[config.mk]
export PLATFORM = sky130hd
export DESIGN_NAME = uart_cmd_wrapper
export DESIGN_NICKNAME = d
export VERILOG_FILES = /design/src/rtl/uart_cmd_wrapper.sv
export SDC_FILE = /design/constraint.sdc
export NUM_CORES = 1
export LEC_CHECK = 0
export BUFFER_PORTS_ARGS = -buffer_cell sky130_fd_sc_hd__buf_2
export CORE_ASPECT_RATIO = 1.2
export CORE_MARGIN = 1.5
export CORE_UTILIZATION = 45
export DETAILED_ROUTE_END_ITERATION = 6
export MAX_ROUTING_LAYER = met4
export PLACE_DENSITY = 0.66
export SKIP_LAST_GASP = 1
export SYNTH_ARGS = -nofsm -noshare
export SYNTH_HDL_FRONTEND = slang
export SYNTH_SLANG_ARGS = --single-unit
[constraint.sdc]
create_clock -name clk -period 4.8 [get_ports clk]
set_input_delay 0.96 -clock clk [delete_from_list [all_inputs] [get_ports clk]]
set_output_delay 0.96 -clock clk [all_outputs]
set_load 0.02 [all_outputs]
[src/rtl/uart_cmd_wrapper.sv]
// UART front end: pairs received 8N1 bytes into a 16-bit command
// and serialises a single response byte back to the remote.
module uart_cmd_wrapper #(
  parameter int BAUD_DIV = 2604
) (
  input  logic        clk,
  input  logic        rst_n,
  input  logic        RX,
  output logic        TX,
  output logic [15:0] cmd,
  output logic        cmd_rdy,
  input  logic        clr_cmd_rdy,
  input  logic        trmt,
  input  logic [7:0]  resp,
  output logic        tx_done
);

  localparam int CW = $clog2(BAUD_DIV + 1);
  localparam logic [CW-1:0] BAUD_LAST = CW'(BAUD_DIV - 1);
  localparam logic [CW-1:0] HALF_LAST = CW'(BAUD_DIV / 2 - 1);

  typedef enum logic [2:0] {
    RX_IDLE,
    RX_START,
    RX_DATA,
    RX_STOP,
    RX_WAIT
  } rx_state_t;

  typedef enum logic {
    TX_IDLE,
    TX_XMIT
  } tx_state_t;

  logic          r_rx_meta;
  logic          r_rx_sync;
  logic          r_rx_prev;
  rx_state_t     r_rx_state;
  logic [CW-1:0] r_rx_cnt;
  logic [3:0]    r_rx_bits;
  logic [7:0]    r_rx_shift;
  logic          r_rx_byte;

  logic          r_asm_low;
  logic [15:0]   r_cmd;
  logic          r_cmd_rdy;

  tx_state_t     r_tx_state;
  logic [CW-1:0] r_tx_cnt;
  logic [3:0]    r_tx_bits;
  logic [9:0]    r_tx_shift;
  logic          r_tx_done;

  logic w_fall;
  logic w_start_ok;
  logic w_frm_err;

  assign w_fall = r_rx_prev & ~r_rx_sync;

  assign w_start_ok = (r_rx_state == RX_START) &&
                      (r_rx_cnt == HALF_LAST) &&
                      !r_rx_sync;

  assign w_frm_err = (r_rx_state == RX_STOP) &&
                     (r_rx_cnt == BAUD_LAST) &&
                     !r_rx_sync;

  assign TX      = r_tx_shift[0];
  assign cmd     = r_cmd;
  assign cmd_rdy = r_cmd_rdy;
  assign tx_done = r_tx_done;

  // Presetting to 1 keeps reset release from looking like a start edge.
  always_ff @(posedge clk or negedge rst_n) begin
    if (!rst_n) begin
      r_rx_meta <= 1'b1;
      r_rx_sync <= 1'b1;
      r_rx_prev <= 1'b1;
    end else begin
      r_rx_meta <= RX;
      r_rx_sync <= r_rx_meta;
      r_rx_prev <= r_rx_sync;
    end
  end

  always_ff @(posedge clk or negedge rst_n) begin
    if (!rst_n) begin
      r_rx_state <= RX_IDLE;
      r_rx_cnt   <= '0;
      r_rx_bits  <= '0;
      r_rx_shift <= '0;
      r_rx_byte  <= 1'b0;
    end else begin
      r_rx_byte <= 1'b0;
      case (r_rx_state)
        RX_IDLE: begin
          r_rx_cnt <= '0;
          if (w_fall) r_rx_state <= RX_START;
        end
        RX_START: begin
          if (r_rx_cnt == HALF_LAST) begin
            r_rx_cnt   <= '0;
            r_rx_bits  <= '0;
            r_rx_state <= r_rx_sync ? RX_IDLE : RX_DATA;
          end else begin
            r_rx_cnt <= r_rx_cnt + CW'(1);
          end
        end
        RX_DATA: begin
          if (r_rx_cnt == BAUD_LAST) begin
            r_rx_cnt   <= '0;
            r_rx_shift <= {r_rx_sync, r_rx_shift[7:1]};
            r_rx_bits  <= r_rx_bits + 4'd1;
            if (r_rx_bits == 4'd7) r_rx_state <= RX_STOP;
          end else begin
            r_rx_cnt <= r_rx_cnt + CW'(1);
          end
        end
        RX_STOP: begin
          if (r_rx_cnt == BAUD_LAST) begin
            r_rx_cnt <= '0;
            if (r_rx_sync) begin
              r_rx_byte  <= 1'b1;
              r_rx_state <= RX_IDLE;
            end else begin
              r_rx_state <= RX_WAIT;
            end
          end else begin
            r_rx_cnt <= r_rx_cnt + CW'(1);
          end
        end
        RX_WAIT: begin
          if (r_rx_sync) r_rx_state <= RX_IDLE;
        end
        default: r_rx_state <= RX_IDLE;
      endcase
    end
  end

  // A new start bit drops the flag so it never covers a half-written cmd.
  always_ff @(posedge clk or negedge rst_n) begin
    if (!rst_n) begin
      r_asm_low <= 1'b0;
      r_cmd     <= '0;
      r_cmd_rdy <= 1'b0;
    end else begin
      if (r_rx_byte) begin
        if (!r_asm_low) begin
          r_cmd[15:8] <= r_rx_shift;
          r_asm_low   <= 1'b1;
        end else begin
          r_cmd[7:0]  <= r_rx_shift;
          r_asm_low   <= 1'b0;
        end
      end else if (w_frm_err) begin
        r_asm_low <= 1'b0;
      end
      if (r_rx_byte && r_asm_low) begin
        r_cmd_rdy <= 1'b1;
      end else if (clr_cmd_rdy || w_start_ok) begin
        r_cmd_rdy <= 1'b0;
      end
    end
  end

  always_ff @(posedge clk or negedge rst_n) begin
    if (!rst_n) begin
      r_tx_state <= TX_IDLE;
      r_tx_cnt   <= '0;
      r_tx_bits  <= '0;
      r_tx_shift <= '1;
      r_tx_done  <= 1'b0;
    end else begin
      case (r_tx_state)
        TX_IDLE: begin
          if (trmt) begin
            r_tx_shift <= {1'b1, resp, 1'b0};
            r_tx_cnt   <= '0;
            r_tx_bits  <= '0;
            r_tx_done  <= 1'b0;
            r_tx_state <= TX_XMIT;
          end
        end
        TX_XMIT: begin
          if (r_tx_cnt == BAUD_LAST) begin
            r_tx_cnt   <= '0;
            r_tx_shift <= {1'b1, r_tx_shift[9:1]};
            if (r_tx_bits == 4'd9) begin
              r_tx_done  <= 1'b1;
              r_tx_state <= TX_IDLE;
            end else begin
              r_tx_bits <= r_tx_bits + 4'd1;
            end
          end else begin
            r_tx_cnt <= r_tx_cnt + CW'(1);
          end
        end
        default: r_tx_state <= TX_IDLE;
      endcase
    end
  end

endmodule

==> results of run 1 <==
per-layer routing:
| layer | vias to the layer above | share of wire (%) | global-route usage (%) |
|---|---|---|---|
| met1 | 1381 | 46 | 23.93 |
| met5 | - | 0 | - |
| met3 | 11 | 3.3 | 5.000 |
| met4 | 0 | 1.8 | 6.803 |
| met2 | 53 | 49 | 28.57 |
| li1 | 1399 | - | - |
kinds of logic after synthesis:
family,after synthesis
and+or+nand+nor,138
AOI/OAI and AO/OA,83
DFF,76
buffers and inverters,35
muxes,29
adders and majority gates,6
xor gates and xnor gates,5
cell type report:
| class | instances | area share (%) |
|---|---|---|
| Inverter | 17 | 1.497 |
| Clock inverter | 6 | 1.556 |
| Timing Repair Buffer | 31 | 3.698 |
| Multi-Input combinational cell | 261 | 42.03 |
| Sequential cell | 76 | 44.97 |
| Clock buffer | 9 | 2.906 |
| Tap cell | 114 | 3.346 |
critical path, delay by kind of cell, from the launching register on:
family          cells  cell delay [ns]
compound gates      3             1.23
buf+inv             1             0.35
flops               1             0.81
cells in the mapped netlist (4+ instances only):
library cell and instances:
nand2b_1 4, nor2_1 8, nand2_1 58, buf_2 7, mux2i_1 13, and4_1 7, ha_1 6, and3_1 6
o21ai_0 27, mux2_2 16, nand3_1 14, dfstp_2 12, a22o_1 4, o22ai_1 7, inv_1 16, dfrtp_1 64
nand4_1 7, o211ai_1 5, a31oi_1 9, nor3_1 7, clkbuf_1 9, a21oi_1 8
flip-flops by register name, summed over array words and instances, names as in the netlist, 3 cells and up:
name / flops
r_tx_bits: 4
r_tx_shift: 9
r_tx_cnt: 12
cmd: 16
r_rx_cnt: 12
r_rx_bits: 4
r_rx_shift: 8
r_rx_state: 3
stage by stage:
step,setup WS [ns],hold WS (ns),util (%)
floorplan,3.000,0.3452,-
global placement,2.436,0.3460,49.41
detailed placement,2.386,0.3481,49.41
CTS,2.358,0.3592,51.72
global route,1.999,0.3617,51.72
finish,2.336,0.3587,51.72
power breakdown:
part           internal (W)  total (W)  switching (W)
clock              0.000237   0.000477       0.000240
sequential         0.000744   0.000880       0.000136
combinational      0.000132   0.000266       0.000135
worst max-delay path by stage:
stage               slack, ns                       end                  from  cells after the start
finish                   2.34  r_tx_cnt[11]$_DFFE_PN0P_  r_tx_state$_DFF_PN0_                      4
global placement         2.44  r_tx_cnt[11]$_DFFE_PN0P_  r_tx_state$_DFF_PN0_                      4
detailed placement       2.39  r_tx_cnt[11]$_DFFE_PN0P_  r_tx_state$_DFF_PN0_                      4
global route             2.00  r_tx_cnt[11]$_DFFE_PN0P_  r_tx_state$_DFF_PN0_                      4
floorplan                3.00   r_tx_cnt[8]$_DFFE_PN0P_                  trmt                      4
CTS                      2.36  r_tx_cnt[11]$_DFFE_PN0P_  r_tx_state$_DFF_PN0_                      4
==> results.toml, run 1 <==
[run_status]
status = "finished, final reports clean"

[worst_setup_path]
cpMaxStageDelayCell = "dfrtp_1"
cp_common_cell = "a31oi_1"
cp_max_fo = 18
max_stage_delay_ns = 0.81
cp.arrival_ns = 2.74
reg2reg_from = "r_tx_state$_DFF_PN0_"
end_kind = "flop"
r2r_setup_slack_ns = 2.34
crit_chain = "inv_1, a31oi_1, o21ai_0, a31oi_1"
critPathRequiredTime_ns = 5.08
start_kind = "flop"
r2r-end = "r_tx_cnt[11]$_DFFE_PN0P_"
reg2reg_depth = 4
critPathKind = "flop to flop"

[synthesis]
yosys-top-cells-area = "dfrtp_1, dfstp_2, nand2_1"
ys_seq_area_share_pct = 49.61
synth-main-ff-cell = "dfrtp_1"
synth_area_leader_cell = "dfrtp_1"
syn_area_mm2 = 0.003864
synth_xor_area_share_pct = 1.133
synth_cell_types = 59
synth_top_family_by_area = "simple AND/OR/NAND/NOR gates"
synthSimpleGateAreaFrac_pct = 20.43
syn_area_per_cell_um2 = 10.39
synthArstFlopShare_pct = 100.0
syn-instance-count = 372
synth.area.mux_share_pct = 8.031
synth-edff-count = 0
ys_seq_elements = 76
synth-compound-area-share_pct = 14.83
syn_nets = 391
yosysTopAreaCellShare_pct = 41.45
synthAdderAreaFrac_pct = 1.943
ys_warn_count = 0

[global_routing]
antenna_found_initial = 0
grt_pass1_vias = 2837
grt_pass1_wl_um = 13220
grt_usage_pct = 18.76
overflow = 0
grt_max_degree = 77

[routing]
avgRoutedWirePerCell_um = 14.45
dr.pass1.iters = 4
drcViolationCount = 0
ant_nets = 0
num_vias = 2844
wl_um = 7429
drtIter0Drc = 179
viasPerCell = 5.533

[clock_tree]
post-cts-setup-buffers = 0
cts_max_path_buffers = 2
cts-htree-levels = 3
clockRootBuffer = "clkbuf_8"
postCtsHoldBufs = 0
worstSkewPairLatency_ns = 0.36
cts-resized-gates = 0
clk_pin_slew_ns = 0.08
numCtsBuffers = 9
cts_tree = "built"
clock_sinks = 76

[finish]
final_common_cell = "dfrtp_1"
area_growth_pct = 10.33
multi_input_comb_area_mm2 = 0.001792
final_cell_mix = "dfrtp_1, nand2_1, buf_2"
drive_gt1_share_pct = 21.50
nNetsFinal = 415
antennaDiodeCount = 0
fillers = 754
final_area_mm2 = 0.004263
finalNonFillerCells = 514
seq_area_mm2 = 0.001917

[placed_design]
dp_cells = 499
dp_hpwl_um = 4999
portBuffers = 31
placed_area_mm2 = 0.004073
finalWeightedCongestion = 0.8468

[pwr]
total_power_w = 0.001623
power_density_mw_per_mm2 = 380.7
ir_drop_mv = 0.1948
leakage_nw = 1.984

[floorplanning]
dieArea_mm2 = 0.009153
die_h_um = 104.5
rows = 36
initial_core_util_pct = 46.87
io-pin-count = 32
core-area_mm2 = 0.008243
die_w_um = 87.59

[sta]
fin_skew_ns = 0.01222
fin_crit_sh_pct = 51.33
grt_setup_unrepaired = "no"
clock.fmax_mhz = 405.9
fin_setup_tns_ns = 0
hold_viol_final = 0
finalCriticalPeriod_ns = 2.464
worstMarginPinSlew_ns = 1.006
final-setup-viol-count = 0
slew_headroom_pct = 32.66
drv_slew = 0

[worst_hold_path]
hp-class = "flop to flop"
hold_end = "r_rx_sync$_DFF_PN1_"
hold_depth = 0
hold_start = "r_rx_meta$_DFF_PN1_"

[run]
drv_cap = 0
Note: power is estimated with default switching activity, not from simulation.
==> run 2, diff against run 1 <==
ABC_AREA = 1   (was unset)
PLACE_DENSITY = 0.68   (was 0.66)
clock period = 2.25 ns   (was 4.8 ns; I/O delays follow)
==> run 2 against run 1 <==
Sequential power up 93%. Die area shrank 2.3%. Critical path depth up 4. First-iteration DRC count down 23%. Worst hold slack got worse by 0.33 ns. Design area decreased by 0.29%. Clock skew increased by 0.00058 ns. Total power rose by 130%. Critical path type unchanged. Largest power group unchanged.
==> results.toml, run 2 <==
[worst_setup_path]
cp_max_fo = 15
critPathRequiredTime_ns = 2.52
critPathKind = "flop to flop"
end_kind = "flop"
start_kind = "flop"
cp.arrival_ns = 2.10

[run_status]
status = "finished, final reports clean"

[finish]
final_cell_mix = "nand2_1, dfrtp_1, inv_1"
largest_register_ff_count = 16
finalNonFillerCells = 595
final_area_mm2 = 0.004250
final_common_cell = "nand2_1"
nNetsFinal = 514
area_growth_pct = 12.74
fillers = 738
drive_gt1_share_pct = 19.80
antennaDiodeCount = 0

[sta]
worstMarginPinSlew_ns = 0.6024
drv_slew = 0
clock.fmax_mhz = 546.5
fin_skew_ns = 0.01281
finalCriticalPeriod_ns = 1.830
grt_setup_unrepaired = "no"
slew_headroom_pct = 59.84
fin_setup_tns_ns = 0
final-setup-viol-count = 0
hold_viol_final = 0
fin_crit_sh_pct = 81.32

[synthesis]
syn_area_mm2 = 0.003770
ys_seq_area_share_pct = 50.85
yosys-top-cells-area = "dfrtp_1, nand2_1, dfstp_2"
synth-edff-count = 0
synth_area_leader_cell = "dfrtp_1"
synthArstFlopShare_pct = 100.0
synth-main-ff-cell = "dfrtp_1"
ys_warn_count = 0
synth_commonest_cells = "nand2_1, dfrtp_1, inv_1"
yosysTopAreaCellShare_pct = 42.48
synth_cell_types = 35
syn_area_per_cell_um2 = 8.195
ys_seq_elements = 76
syn_nets = 479
yosysMostFrequentCell = "nand2_1"
syn-instance-count = 460

[clock_tree]
cts_tree = "built"
cts-htree-levels = 3
post-cts-setup-buffers = 0
postCtsHoldBufs = 0
numCtsBuffers = 9
clockRootBuffer = "clkbuf_8"
clock_sinks = 76
cts-resized-gates = 0
clk_pin_slew_ns = 0.08
worstSkewPairLatency_ns = 0.36
cts_max_path_buffers = 2

[floorplanning]
dieArea_mm2 = 0.008938
die_h_um = 103.3
io-pin-count = 32
initial_core_util_pct = 46.50
rows = 36
core-area_mm2 = 0.008108
die_w_um = 86.56

[routing]
wl_um = 7077
num_vias = 3007
drtIter0Drc = 138
dr.pass1.iters = 4
viasPerCell = 5.054
drcViolationCount = 0
avgRoutedWirePerCell_um = 11.89
ant_nets = 0

[global_routing]
antenna_found_initial = 0
grt_usage_pct = 18.62
grt_pass1_wl_um = 12650
grt_max_degree = 43
overflow = 0
grt_pass1_vias = 2831

[pwr]
ir_drop_mv = 0.4886
total_power_w = 0.003695
leakage_nw = 2.142
power_density_mw_per_mm2 = 869.3

[placed_design]
finalWeightedCongestion = 0.9056
portBuffers = 31
placed_area_mm2 = 0.004021
dp_hpwl_um = 5081
dp_cells = 579

[worst_hold_path]
hp-class = "input pin to asynchronous set/reset pin"

[run]
drv_cap = 0
run 2: cell count changes after synthesis, moves of 9 or more:
cell	change
inv_2	+14
mux2_2	-16
nand3_1	+15
nand2_1	+82
mux2i_1	-13
inv_1	+28
o21ai_1	+19
nor2_1	+21
a31oi_1	-9
run 2: routing by layer:
metal	GRT usage [%]	vias to the layer above	routed length (um)	part of all wire [%]
met2	30.35	49	3453	49
met1	22.72	1411	3299	47
met4	6.079	0	97	1.4
met3	4.841	9	226	3.2
met5	-	-	0	0
li1	-	1538	-	-
run 2: cells by family (layout without fill, tap and decap cells):
| logic type | count (synthesis) | count (layout) | share of synthesized area [%] |
|---|---|---|---|
| fa+ha+maj | 6 | 6 | 1.991 |
| xor+xnor | 7 | 7 | 1.626 |
| simple gates | 236 | 236 | 28.64 |
| flops | 76 | 76 | 50.85 |
| buf+inv | 66 | 106 | 6.970 |
| compound gates | 69 | 69 | 9.923 |
run 2: worst paths after layout:
path                                               from                         to  slack (ns)  cells after the start
worst max-delay path            r_tx_cnt[0]$_DFFE_PN0P_  r_tx_shift[0]$_DFFE_PN1P_        0.42                      8
worst min register to register      r_rx_meta$_DFF_PN1_        r_rx_sync$_DFF_PN1_        0.35                      0
worst max register to register  r_tx_cnt[0]$_DFFE_PN0P_  r_tx_shift[0]$_DFFE_PN1P_        0.42                      8
max in group asynchronous                         rst_n        r_rx_meta$_DFF_PN1_        1.59                      2
worst min-delay path                              rst_n    r_rx_cnt[8]$_DFFE_PN0P_        0.03                      1
min in group clk                                     RX        r_rx_meta$_DFF_PN1_        0.21                      1
run 2: final cells by class:
| type | instances | area, um^2 | share of cell area [%] |
|---|---|---|---|
| well taps | 95 | 118.9 | 2.797 |
| repair buffers | 32 | 177.7 | 4.180 |
| inverters | 58 | 217.7 | 5.122 |
| clock inverters | 7 | 105.1 | 2.473 |
| multi-input cells | 318 | 1590 | 37.42 |
| flip-flops and latches | 76 | 1917 | 45.10 |
| clock buffers | 9 | 123.9 | 2.914 |
run 2: worst max-delay path, cell delays in order (launching register included):
cell,delay (ns)
dfrtp_1,0.39
ha_1,0.22
nand2_1,0.07
nor3_1,0.13
nand4_1,0.13
nand2_1,0.39
nand2_2,0.25
nand2_1,0.10
o21ai_0,0.08
run 2: stage by stage:
| stage | utilization, % | setup WS (ns) | hold slack (ns) |
|---|---|---|---|
| 6_report | 52.42 | 0.4202 | 0.03248 |
| 5_1_grt | 52.42 | 0.2204 | 0.06877 |
| 4_1_cts | 52.42 | 0.4226 | 0.04709 |
| 3_5_place_dp | 49.60 | 0.4357 | 0.3487 |
| 3_3_place_gp | 49.60 | 0.5047 | 0.3482 |
| 2_1_floorplan | - | 0.8168 | 0.1544 |
run 2: report_power, final:
group	total, W	internal (W)	switching (W)
Combinational	0.000811	0.000295	0.000516
Sequential	0.00170	0.00154	0.000159
Clock	0.00119	0.000642	0.000547
==> run 3, diff against run 2 <==
ABC_AREA = 0   (was 1)
clock period = 1.65 ns   (was 2.25 ns; I/O delays follow)
==> run 3 against run 2 <==
The run now ends with negative setup slack left. Design area rose by 14%. Worst setup slack got worse by 0.53 ns. Critical path depth fell by 1. Die area rose by 2.4%. Via count rose by 5.1%. Count of clock-buffer cells in the layout rose by 1. Non-clock buffer count rose by 58. Clock power rose by 22%. Total power rose by 39%.
==> results.toml, run 3 (synthesized netlist as in run 1, its figures left out) <==
[finish]
area_growth_pct = 25.94
final_common_cell = "dfrtp_1"
antennaDiodeCount = 0
nNetsFinal = 474
drive_gt1_share_pct = 36.09
fillers = 699
largest_register_ff_count = 16
final_cell_mix = "dfrtp_1, nand2_1, buf_4"

[sta]
worstMarginPinSlew_ns = 0.4706
setup_slack_ns = -0.1097
slew_headroom_pct = 68.62
fin_crit_sh_pct = 106.6
finalCriticalPeriod_ns = 1.760
grt_setup_unrepaired = "yes"
holdWs_ns = 0.06592
clock.fmax_mhz = 568.3
fin_setup_tns_ns = -1.078
drv_slew = 0
fin_skew_ns = 0.007928
final-setup-viol-count = 22
hold_viol_final = 0

[clock_tree]
clock_sinks = 76
worstSkewPairLatency_ns = 0.36
cts-htree-levels = 3
clockRootBuffer = "clkbuf_8"
cts_max_path_buffers = 2
clk_pin_slew_ns = 0.08
cts_tree = "built"
numCtsBuffers = 9

[pwr]
internal_power_w = 0.003525
p_sw_share_pct = 31.60
leakage_nw = 2.297
seq_power_share_pct = 46.9
power_density_mw_per_mm2 = 1059
clockPowerShare_pct = 28.1
ir_drop_mv = 0.6183
pwr-share-comb_pct = 25.0
switchingPower_w = 0.001629

[routing]
wl_um = 8454
m1WireLength_um = 3620
drcViolationCount = 0
route.met3.wl_um = 298
top_layer = "met4"
met2_wirelength_um = 4384
num_vias = 3161
viasPerCell = 5.507
avgRoutedWirePerCell_um = 14.73
dr.pass1.iters = 4
ant_nets = 0
drtIter0Drc = 138

[placed_design]
finalWeightedCongestion = 0.8154
portBuffers = 31
dp_hpwl_um = 5800

[worst_setup_path]
end_kind = "flop"
worstSetupEndpoint = "r_rx_cnt[8]$_DFFE_PN0P_"
reg2reg_from = "r_rx_cnt[1]$_DFFE_PN0P_"
start_kind = "flop"
cpMaxStageDelayCell = "dfrtp_1"
cp_max_fo = 5
r2r_setup_slack_ns = -0.11
critPathRequiredTime_ns = 1.90
startpoint = "r_rx_cnt[1]$_DFFE_PN0P_"
cp_common_cell = "buf_4"
critPathKind = "flop to flop"
r2r-end = "r_rx_cnt[8]$_DFFE_PN0P_"
reg2reg_depth = 7
cp.arrival_ns = 2.01
crit_chain = "ha_2, nor4b_4, a31oi_4, buf_4, buf_4, o22ai_1, nand2_1"
max_stage_delay_ns = 0.39

[floorplanning]
dieArea_mm2 = 0.009153
initial_core_util_pct = 46.87
rows = 36
io-pin-count = 32
core-area_mm2 = 0.008243
die_w_um = 87.59
die_h_um = 104.5

[global_routing]
grt_pass1_wl_um = 14150
overflow = 0
grt_max_degree = 35
antenna_found_initial = 0
grt_usage_pct = 20.16
grt_pass1_vias = 3054

[run]
drv_cap = 0

[worst_hold_path]
hold_depth = 1
hp-class = "input pin to flop"

[run_status]
failed_checks = "negative setup slack"
status = "finished with violations"
run 3: cell count changes in the layout (fill, tap and decap cells not counted), sizes merged, moves of 13 or more:
cell / previous run / this run
nand3: 29 / 14
nor2: 35 / 8
buf: 32 / 89
mux2i: 0 / 13
mux2: 0 / 16
nand2: 147 / 58
inv: 61 / 18
o21ai: 54 / 28
run 3: through the flow:
| step | power (W) | worst slack, ns | cells | utilization (%) | area [um^2] |
|---|---|---|---|---|---|
| floorplan | 0.003160 | 0.02075 | 372 | - | 3869 |
| global placement | 0.003595 | -0.003764 | 542 | 53.51 | 4410 |
| detailed placement | 0.003643 | -0.04299 | 542 | 53.51 | 4410 |
| CTS | 0.005104 | -0.02855 | 564 | 56.57 | 4663 |
| global route | 0.005474 | -0.1874 | 574 | 59.03 | 4866 |
| finish | 0.005154 | -0.1097 | 574 | 59.03 | 4866 |
run 3: timing repair:
action                                  CTS  global route
pin swaps                                 3            16
gates resized for setup                   2            37
endpoints found under the setup margin    9            39
buffers inserted                          5            10
hold buffers                              1             0
hold endpoints to repair                 27             0
run 3: routing by layer:
layer | vias to the layer above | track usage, %
li1 | 1530 | -
met1 | 1544 | 25.18
met2 | 71 | 31.81
met5 | - | -
met4 | 0 | 8.277
met3 | 16 | 3.889
run 3: worst min-delay path by stage:
stage / start / end
after floorplan: rst_n / cmd[0]$_DFFE_PN0P_
after global placement: rst_n / r_tx_cnt[8]$_DFFE_PN0P_
after detailed placement: rst_n / r_tx_cnt[7]$_DFFE_PN0P_
after CTS: RX / r_rx_meta$_DFF_PN1_
after global routing: RX / r_rx_meta$_DFF_PN1_
final: RX / r_rx_meta$_DFF_PN1_
run 3: layout make-up:
type	count	area, um^2	area share, %
sequential	76	1917	39.39
multi-input combinational	261	1894	38.93
timing repair buffer	90	645.6	13.27
tap	114	142.6	2.931
clock buffer	10	127.6	2.623
clock inverter	6	71.32	1.466
inverter	17	67.56	1.389
run 3: critical path, delay by kind of cell (launching register included):
family                   cells  cell delay [ns]
flip-flops                   1             0.39
adder cells (fa/ha/maj)      1             0.20
buffers and inverters        2             0.31
AO/OA/AOI/OAI                2             0.33
AND/OR/NAND/NOR              2             0.42
run 3: power groups by stage:
stage	clock network (W)	registers [W]	logic [W]
floorplan	0	0.00244	0.000722
global placement	0	0.00244	0.00116
detailed placement	0	0.00245	0.00119
CTS	0.00147	0.00241	0.00122
global route	0.00156	0.00246	0.00145
finish	0.00145	0.00242	0.00129
